File: src/rtl/parking_pkg.sv
// Shared state encoding and sizing helpers for the parking occupancy tracker.
package parking_pkg;

    typedef enum logic [1:0] {
        ST_IDLE = 2'd0,
        ST_SCAN = 2'd1,
        ST_DONE = 2'd2
    } state_e;

    // Width needed to hold a count of 0..slots inclusive.
    function automatic int cnt_w(input int slots);
        return $clog2(slots + 1);
    endfunction

    function automatic int passes(input int slots, input int slice);
        return (slots + slice - 1) / slice;
    endfunction

endpackage

File: src/rtl/slice_ones_counter.sv
// Combinational population count of one SLICE-bit scan slice.
module slice_ones_counter #(
    parameter int SLICE = 4
) (
    input  logic [SLICE-1:0]           vec_i,
    output logic [$clog2(SLICE+1)-1:0] cnt_o
);

    localparam int CW = $clog2(SLICE + 1);

    always_comb begin
        cnt_o = '0;
        for (int i = 0; i < SLICE; i++) begin
            cnt_o = cnt_o + CW'(vec_i[i]);
        end
    end

endmodule

File: src/rtl/parking_occupancy_tracker.sv
// Serial slot-occupancy counter with published parked/free/full/empty results.
// Arrival/departure event totals are built only with PARKING_EVENT_CNT_EN defined.
module parking_occupancy_tracker
    import parking_pkg::*;
#(
    parameter int SLOTS = 8,
    parameter int SLICE = 4,
    parameter int EVT_W = 8
) (
    input  logic                       clk,
    input  logic                       rst_n,
    input  logic [SLOTS-1:0]           slot_sense,
    input  logic                       start,
    input  logic                       clear_events,
    output logic                       busy,
    output logic                       done,
    output logic [$clog2(SLOTS+1)-1:0] parked,
    output logic [$clog2(SLOTS+1)-1:0] free_slots,
    output logic                       full,
    output logic                       empty,
    output logic [EVT_W-1:0]           arrivals,
    output logic [EVT_W-1:0]           departures
);

    localparam int CNT_W  = cnt_w(SLOTS);
    localparam int PASSES = passes(SLOTS, SLICE);
    localparam int IDX_W  = (PASSES > 1) ? $clog2(PASSES) : 1;
    localparam int PW     = $clog2(SLICE + 1);
    // Padded to every index value so the slice select never leaves the vector.
    localparam int PAD_W  = SLICE << IDX_W;

    state_e state_q, state_d;
    logic   load_en, scan_en, publish_en;

    logic [SLOTS-1:0] snap_q, snap_d;
    logic [IDX_W-1:0] idx_q, idx_d;
    logic [CNT_W-1:0] acc_q, acc_d;
    logic [PAD_W-1:0] snap_pad;
    logic [SLICE-1:0] occ_slice;
    logic [PW-1:0]    occ_cnt;

    logic [CNT_W-1:0] parked_q, free_q;
    logic             full_q, empty_q, done_q;

    always_ff @(posedge clk or negedge rst_n) begin
        if (!rst_n) state_q <= ST_IDLE;
        else        state_q <= state_d;
    end

    always_comb begin
        state_d = state_q;
        case (state_q)
            ST_IDLE: if (start) state_d = ST_SCAN;
            ST_SCAN: if (idx_q == IDX_W'(PASSES - 1)) state_d = ST_DONE;
            ST_DONE: state_d = ST_IDLE;
            default: state_d = ST_IDLE;
        endcase
    end

    always_comb begin
        busy       = (state_q != ST_IDLE);
        load_en    = (state_q == ST_IDLE) && start;
        scan_en    = (state_q == ST_SCAN);
        publish_en = (state_q == ST_DONE);
    end

    always_comb begin
        snap_pad              = '0;
        snap_pad[SLOTS-1:0]   = snap_q;
    end

    assign occ_slice = snap_pad[idx_q*SLICE +: SLICE];

    slice_ones_counter #(.SLICE(SLICE)) u_occ_cnt (
        .vec_i (occ_slice),
        .cnt_o (occ_cnt)
    );

    always_comb begin
        snap_d = snap_q;
        idx_d  = idx_q;
        acc_d  = acc_q;
        if (load_en) begin
            snap_d = slot_sense;
            idx_d  = '0;
            acc_d  = '0;
        end else if (scan_en) begin
            idx_d = idx_q + 1'b1;
            acc_d = acc_q + CNT_W'(occ_cnt);
        end
    end

    always_ff @(posedge clk or negedge rst_n) begin
        if (!rst_n) begin
            snap_q   <= '0;
            idx_q    <= '0;
            acc_q    <= '0;
            parked_q <= '0;
            free_q   <= CNT_W'(SLOTS);
            full_q   <= 1'b0;
            empty_q  <= 1'b1;
            done_q   <= 1'b0;
        end else begin
            snap_q <= snap_d;
            idx_q  <= idx_d;
            acc_q  <= acc_d;
            done_q <= publish_en;
            if (publish_en) begin
                parked_q <= acc_q;
                free_q   <= CNT_W'(SLOTS) - acc_q;
                full_q   <= (acc_q == CNT_W'(SLOTS));
                empty_q  <= (acc_q == '0);
            end
        end
    end

    assign parked     = parked_q;
    assign free_slots = free_q;
    assign full       = full_q;
    assign empty      = empty_q;
    assign done       = done_q;

`ifdef PARKING_EVENT_CNT_EN
    localparam int SUM_W = ((EVT_W > CNT_W) ? EVT_W : CNT_W) + 1;
    localparam logic [EVT_W-1:0] EVT_MAX = '1;

    logic [SLOTS-1:0] prev_q;
    logic [PAD_W-1:0] prev_pad;
    logic [SLICE-1:0] prev_slice, arr_mask, dep_mask;
    logic [PW-1:0]    arr_cnt, dep_cnt;
    logic [CNT_W-1:0] arr_acc_q, arr_acc_d, dep_acc_q, dep_acc_d;
    logic [EVT_W-1:0] arr_tot_q, arr_tot_d, dep_tot_q, dep_tot_d;

    function automatic logic [EVT_W-1:0] sat_add(input logic [EVT_W-1:0] a,
                                                 input logic [CNT_W-1:0] b);
        logic [SUM_W-1:0] s;
        s = SUM_W'(a) + SUM_W'(b);
        return (s > SUM_W'(EVT_MAX)) ? EVT_MAX : s[EVT_W-1:0];
    endfunction

    always_comb begin
        prev_pad            = '0;
        prev_pad[SLOTS-1:0] = prev_q;
    end

    assign prev_slice = prev_pad[idx_q*SLICE +: SLICE];
    assign arr_mask   = occ_slice & ~prev_slice;
    assign dep_mask   = ~occ_slice & prev_slice;

    slice_ones_counter #(.SLICE(SLICE)) u_arr_cnt (
        .vec_i (arr_mask),
        .cnt_o (arr_cnt)
    );

    slice_ones_counter #(.SLICE(SLICE)) u_dep_cnt (
        .vec_i (dep_mask),
        .cnt_o (dep_cnt)
    );

    always_comb begin
        arr_acc_d = arr_acc_q;
        dep_acc_d = dep_acc_q;
        arr_tot_d = arr_tot_q;
        dep_tot_d = dep_tot_q;
        if (load_en) begin
            arr_acc_d = '0;
            dep_acc_d = '0;
        end else if (scan_en) begin
            arr_acc_d = arr_acc_q + CNT_W'(arr_cnt);
            dep_acc_d = dep_acc_q + CNT_W'(dep_cnt);
        end
        // A clear coinciding with publish drops that scan's increments.
        if (clear_events) begin
            arr_tot_d = '0;
            dep_tot_d = '0;
        end else if (publish_en) begin
            arr_tot_d = sat_add(arr_tot_q, arr_acc_q);
            dep_tot_d = sat_add(dep_tot_q, dep_acc_q);
        end
    end

    always_ff @(posedge clk or negedge rst_n) begin
        if (!rst_n) begin
            prev_q    <= '0;
            arr_acc_q <= '0;
            dep_acc_q <= '0;
            arr_tot_q <= '0;
            dep_tot_q <= '0;
        end else begin
            arr_acc_q <= arr_acc_d;
            dep_acc_q <= dep_acc_d;
            arr_tot_q <= arr_tot_d;
            dep_tot_q <= dep_tot_d;
            if (publish_en) prev_q <= snap_q;
        end
    end

    assign arrivals   = arr_tot_q;
    assign departures = dep_tot_q;
`else
    logic evt_unused;
    assign evt_unused = clear_events;
    assign arrivals   = '0;
    assign departures = '0;
`endif

endmodule

File: config.mk
export PLATFORM = sky130hd
export DESIGN_NAME = parking_occupancy_tracker
export DESIGN_NICKNAME = d
export VERILOG_FILES = /design/src/rtl/parking_pkg.sv /design/src/rtl/slice_ones_counter.sv /design/src/rtl/parking_occupancy_tracker.sv
export SDC_FILE = /design/constraint.sdc
export NUM_CORES = 1
export LEC_CHECK = 0
export CAP_MARGIN = 15
export CORE_MARGIN = 4
export CORE_UTILIZATION = 35
export CTS_CLUSTER_SIZE = 10
export DETAILED_ROUTE_END_ITERATION = 8
export GPL_ROUTABILITY_DRIVEN = 0
export GPL_TIMING_DRIVEN = 0
export PLACE_DENSITY_LB_ADDON = 0.05
export SYNTH_ARGS = -nofsm -noshare
export SYNTH_HDL_FRONTEND = slang
export SYNTH_SLANG_ARGS = --single-unit
File: constraint.sdc
create_clock -name clk -period 4.3 [get_ports clk]
set_input_delay 0.645 -clock clk [delete_from_list [all_inputs] [get_ports clk]]
set_output_delay 0.645 -clock clk [all_outputs]
set_load 0.1 [all_outputs]
==> impl_metrics.env <==
export IMPL_fin_crit_sh_pct=70.84
export IMPL_r2r_setup_slack_ns=1.25
export IMPL_syn_instance_count=118
export IMPL_antenna_found_initial=0
export IMPL_synth_xor_area_share_pct=1.966
export IMPL_ioPinCount=40
export IMPL_whs_ns=0.4844
export IMPL_diodes=0
export IMPL_setup_viol=0
export IMPL_finalCriticalPeriod_ns=3.046
export IMPL_grt_total_usage_pct=9.731
export IMPL_die_h_um=69.79
export IMPL_synth_top_cell_by_area="dfrtp_1"
export IMPL_cts_tree="done"
export IMPL_io_buffers=22
export IMPL_fmax_mhz=328.3
export IMPL_syn2layout_area_growth_pct=29.78
export IMPL_slowest_delay_ns=0.39
export IMPL_fin_util_pct=47.01
export IMPL_avgSynthCellArea_um2=11.32
export IMPL_drt_iter0_drc=16
export IMPL_cp_start_kind="flop"
export IMPL_drt_total_wl_um=2095
export IMPL_drive_gt1_share_pct=27.50
export IMPL_cts_path_max_buffers=2
export IMPL_cpMaxStageDelayCell="mux2_2"
export IMPL_synth_top_cell_area_share_pct=43.07
export IMPL_die_w_um=69.79
export IMPL_crit_top_cell="ha_1"
export IMPL_synth_compound_area_share_pct=6.461
export IMPL_stdcell_count=208
export IMPL_hold_depth=2
export IMPL_grt_max_degree=26
export IMPL_worstMarginPinSlew_ns=0.9743
export IMPL_cts_hold_buf=0
export IMPL_hold_path_endpoint="parked[3]$_DFFE_PN0P_"
export IMPL_path_max_fanout=8
export IMPL_maxSlewViolCount=0
export IMPL_rsz0062_at_grt="no"
export IMPL_yosys_warnings=0
export IMPL_clkTransAtPathRegs_ns=0.08
export IMPL_synthMuxAreaShare_pct=12.45
export IMPL_placedCellCount=203
export IMPL_cap_violations=0
export IMPL_synth_fa_ha_area_share_pct=8.614
export IMPL_startpoint="idx_q$_DFFE_PN0P_"
export IMPL_cts_buffers=3
export IMPL_critical_path_top_delay_family="adder cells"
export IMPL_grt_first_pass_wirelength_um=3905
export IMPL_outcome="finished, final reports clean"
export IMPL_antenna_left=0
export IMPL_dr_total_vias=875
export IMPL_clock_sinks=25
export IMPL_cp_end_kind="flop"
export IMPL_yosys_area_share_simple_pct=7.865
export IMPL_initial_core_util_pct=36.23
export IMPL_crit_type="reg2reg"
export IMPL_cp_cell_sequence="clkbuf_1, mux2_2, ha_1, inv_1, fa_1, inv_1, ha_1, ha_1, a211oi_1, nor3_2, mux2_2"
export IMPL_finalHoldViolCount=0
export IMPL_ys_seq_area_share_pct=47.00
export IMPL_cts_htree_levels=1
export IMPL_worstReg2RegEnd="acc_q[3]$_DFFE_PN0P_"
export IMPL_drt_pass1_iterations=2
export IMPL_rows=22
export IMPL_slew_headroom_pct=34.84
export IMPL_hpwl_um=1689
export IMPL_grt_ovfl_total=0
export IMPL_synth_seq_cells=25
export IMPL_nets=181
export IMPL_finalSetupTns_ns=0
export IMPL_cts_root_buf="clkbuf_8"
export IMPL_synth_top_family_by_area="buffers and inverters"
export IMPL_cts_resized=0
export IMPL_via_per_inst=4.207
export IMPL_grt_pass1_vias=873
export IMPL_hp_start="parked[3]$_DFFE_PN0P_"
export IMPL_synth_area_leaders="dfrtp_1 (43%), mux2_2 (11%), buf_4 (9.6%), ha_1 (5.6%), dfstp_2 (3.9%)"
export IMPL_crit_buf_inv=3
export IMPL_clk_latency_ns=0.26
export IMPL_cts_setup_buffers=0
export IMPL_fin_worst_skew_ns=0.001439
export IMPL_core_area_um2=3689
export IMPL_wl_per_cell_um=10.07
export IMPL_synth_cell_type_count=27
export IMPL_r2r_cells=11
export IMPL_rr_startpoint="idx_q$_DFFE_PN0P_"
export IMPL_syn_area_um2=1336
export IMPL_hp_class="reg2reg"
export IMPL_critPathArrivalTime_ns=3.20
export IMPL_drcViolationCount=0
export IMPL_die_area_um2=4871
export IMPL_cp_required_ns=4.45
[routing by layer]
metal	up-vias	global-route usage [%]	wire length, um
met3	2	3.043	155
li1	443	-	-
met5	-	0	0
met2	28	16.47	1033
met1	402	11.39	890
met4	0	3.830	14
[logic make-up after synthesis]
family | Yosys count
other cells | 1
simple gates | 19
xor+xnor | 3
buf+inv | 33
flops | 25
mux | 15
fa+ha+maj | 8
compound gates | 14
[area by class of cell]
class                   count  area (um2)
flip-flops and latches     25       628.1
multi-input cells          75       559.3
repair buffers             23       235.2
plain buffers              22       163.9
clock buffers               3       41.29
well taps                  48       60.06
fillers                   361        1954
clock inverters             1       5.005
inverters                  11       41.29
[registers in the layout, indices dropped and copies added (netlist names)]
name and count:
free_slots 3, idx_q 1, done 1, state_q 2, empty 1, full 1
snap_pad 8, parked 4, acc_q 4
[worst max path at each step]
stage | to | slack, ns | depth (start not counted)
final | acc_q[3]$_DFFE_PN0P_ | 1.25 | 11
after global routing | acc_q[3]$_DFFE_PN0P_ | 0.98 | 11
after CTS | acc_q[3]$_DFFE_PN0P_ | 1.21 | 11
after detailed placement | acc_q[3]$_DFFE_PN0P_ | 1.23 | 11
after floorplan | acc_q[3]$_DFFE_PN0P_ | 1.46 | 11
after global placement | acc_q[3]$_DFFE_PN0P_ | 1.26 | 11
[tightest hold or removal path, cell delays in order (launching register included)]
cell	delay (ns)
dfrtp_1	0.35
nand2_1	0.05
o21ai_0	0.06
[synthesized netlist by cell type]
cell      number
dfrtp_1       23
buf_4         17
mux2_2        13
inv_1         11
nand2_1        8
o21ai_0        7
ha_1           6
nor2_1         4
o22ai_1        3
a22o_1         2
buf_2          2
buf_6          2
dfstp_2        2
fa_1           2
mux2i_1        2
nand2b_1       2
xor2_1         2
a211oi_1       1
clkbuf_1       1
conb_1         1
nor3_1         1
nor3_2         1
nor3b_1        1
nor3b_4        1
o21bai_1       1
or2_2          1
xnor2_1        1
[cells in the final DEF, fill, tap and decap left out, types with 3 or more instances in the layout]
| master | netlist | layout |
|---|---|---|
| buf_4 | 17 | 17 |
| clkbuf_8 | 0 | 3 |
| clkdlybuf4s50_1 | 0 | 22 |
| conb_1 | 1 | 16 |
| dfrtp_1 | 23 | 23 |
| ha_1 | 6 | 6 |
| inv_1 | 11 | 11 |
| mux2_2 | 13 | 13 |
| nand2_1 | 8 | 8 |
| nor2_1 | 4 | 4 |
| o21ai_0 | 7 | 7 |
| o22ai_1 | 3 | 3 |
[metrics by stage]
step                worst slack, ns  instance area [um2]
finish                        1.254                 1734
global placement              1.264                 1673
CTS                           1.214                 1719
detailed placement            1.226                 1673
global route                 0.9847                 1734
floorplan                     1.458                 1393
Power is not shown: default switching activity piles up to over one toggle a cycle in this logic, so the estimate is an artifact.
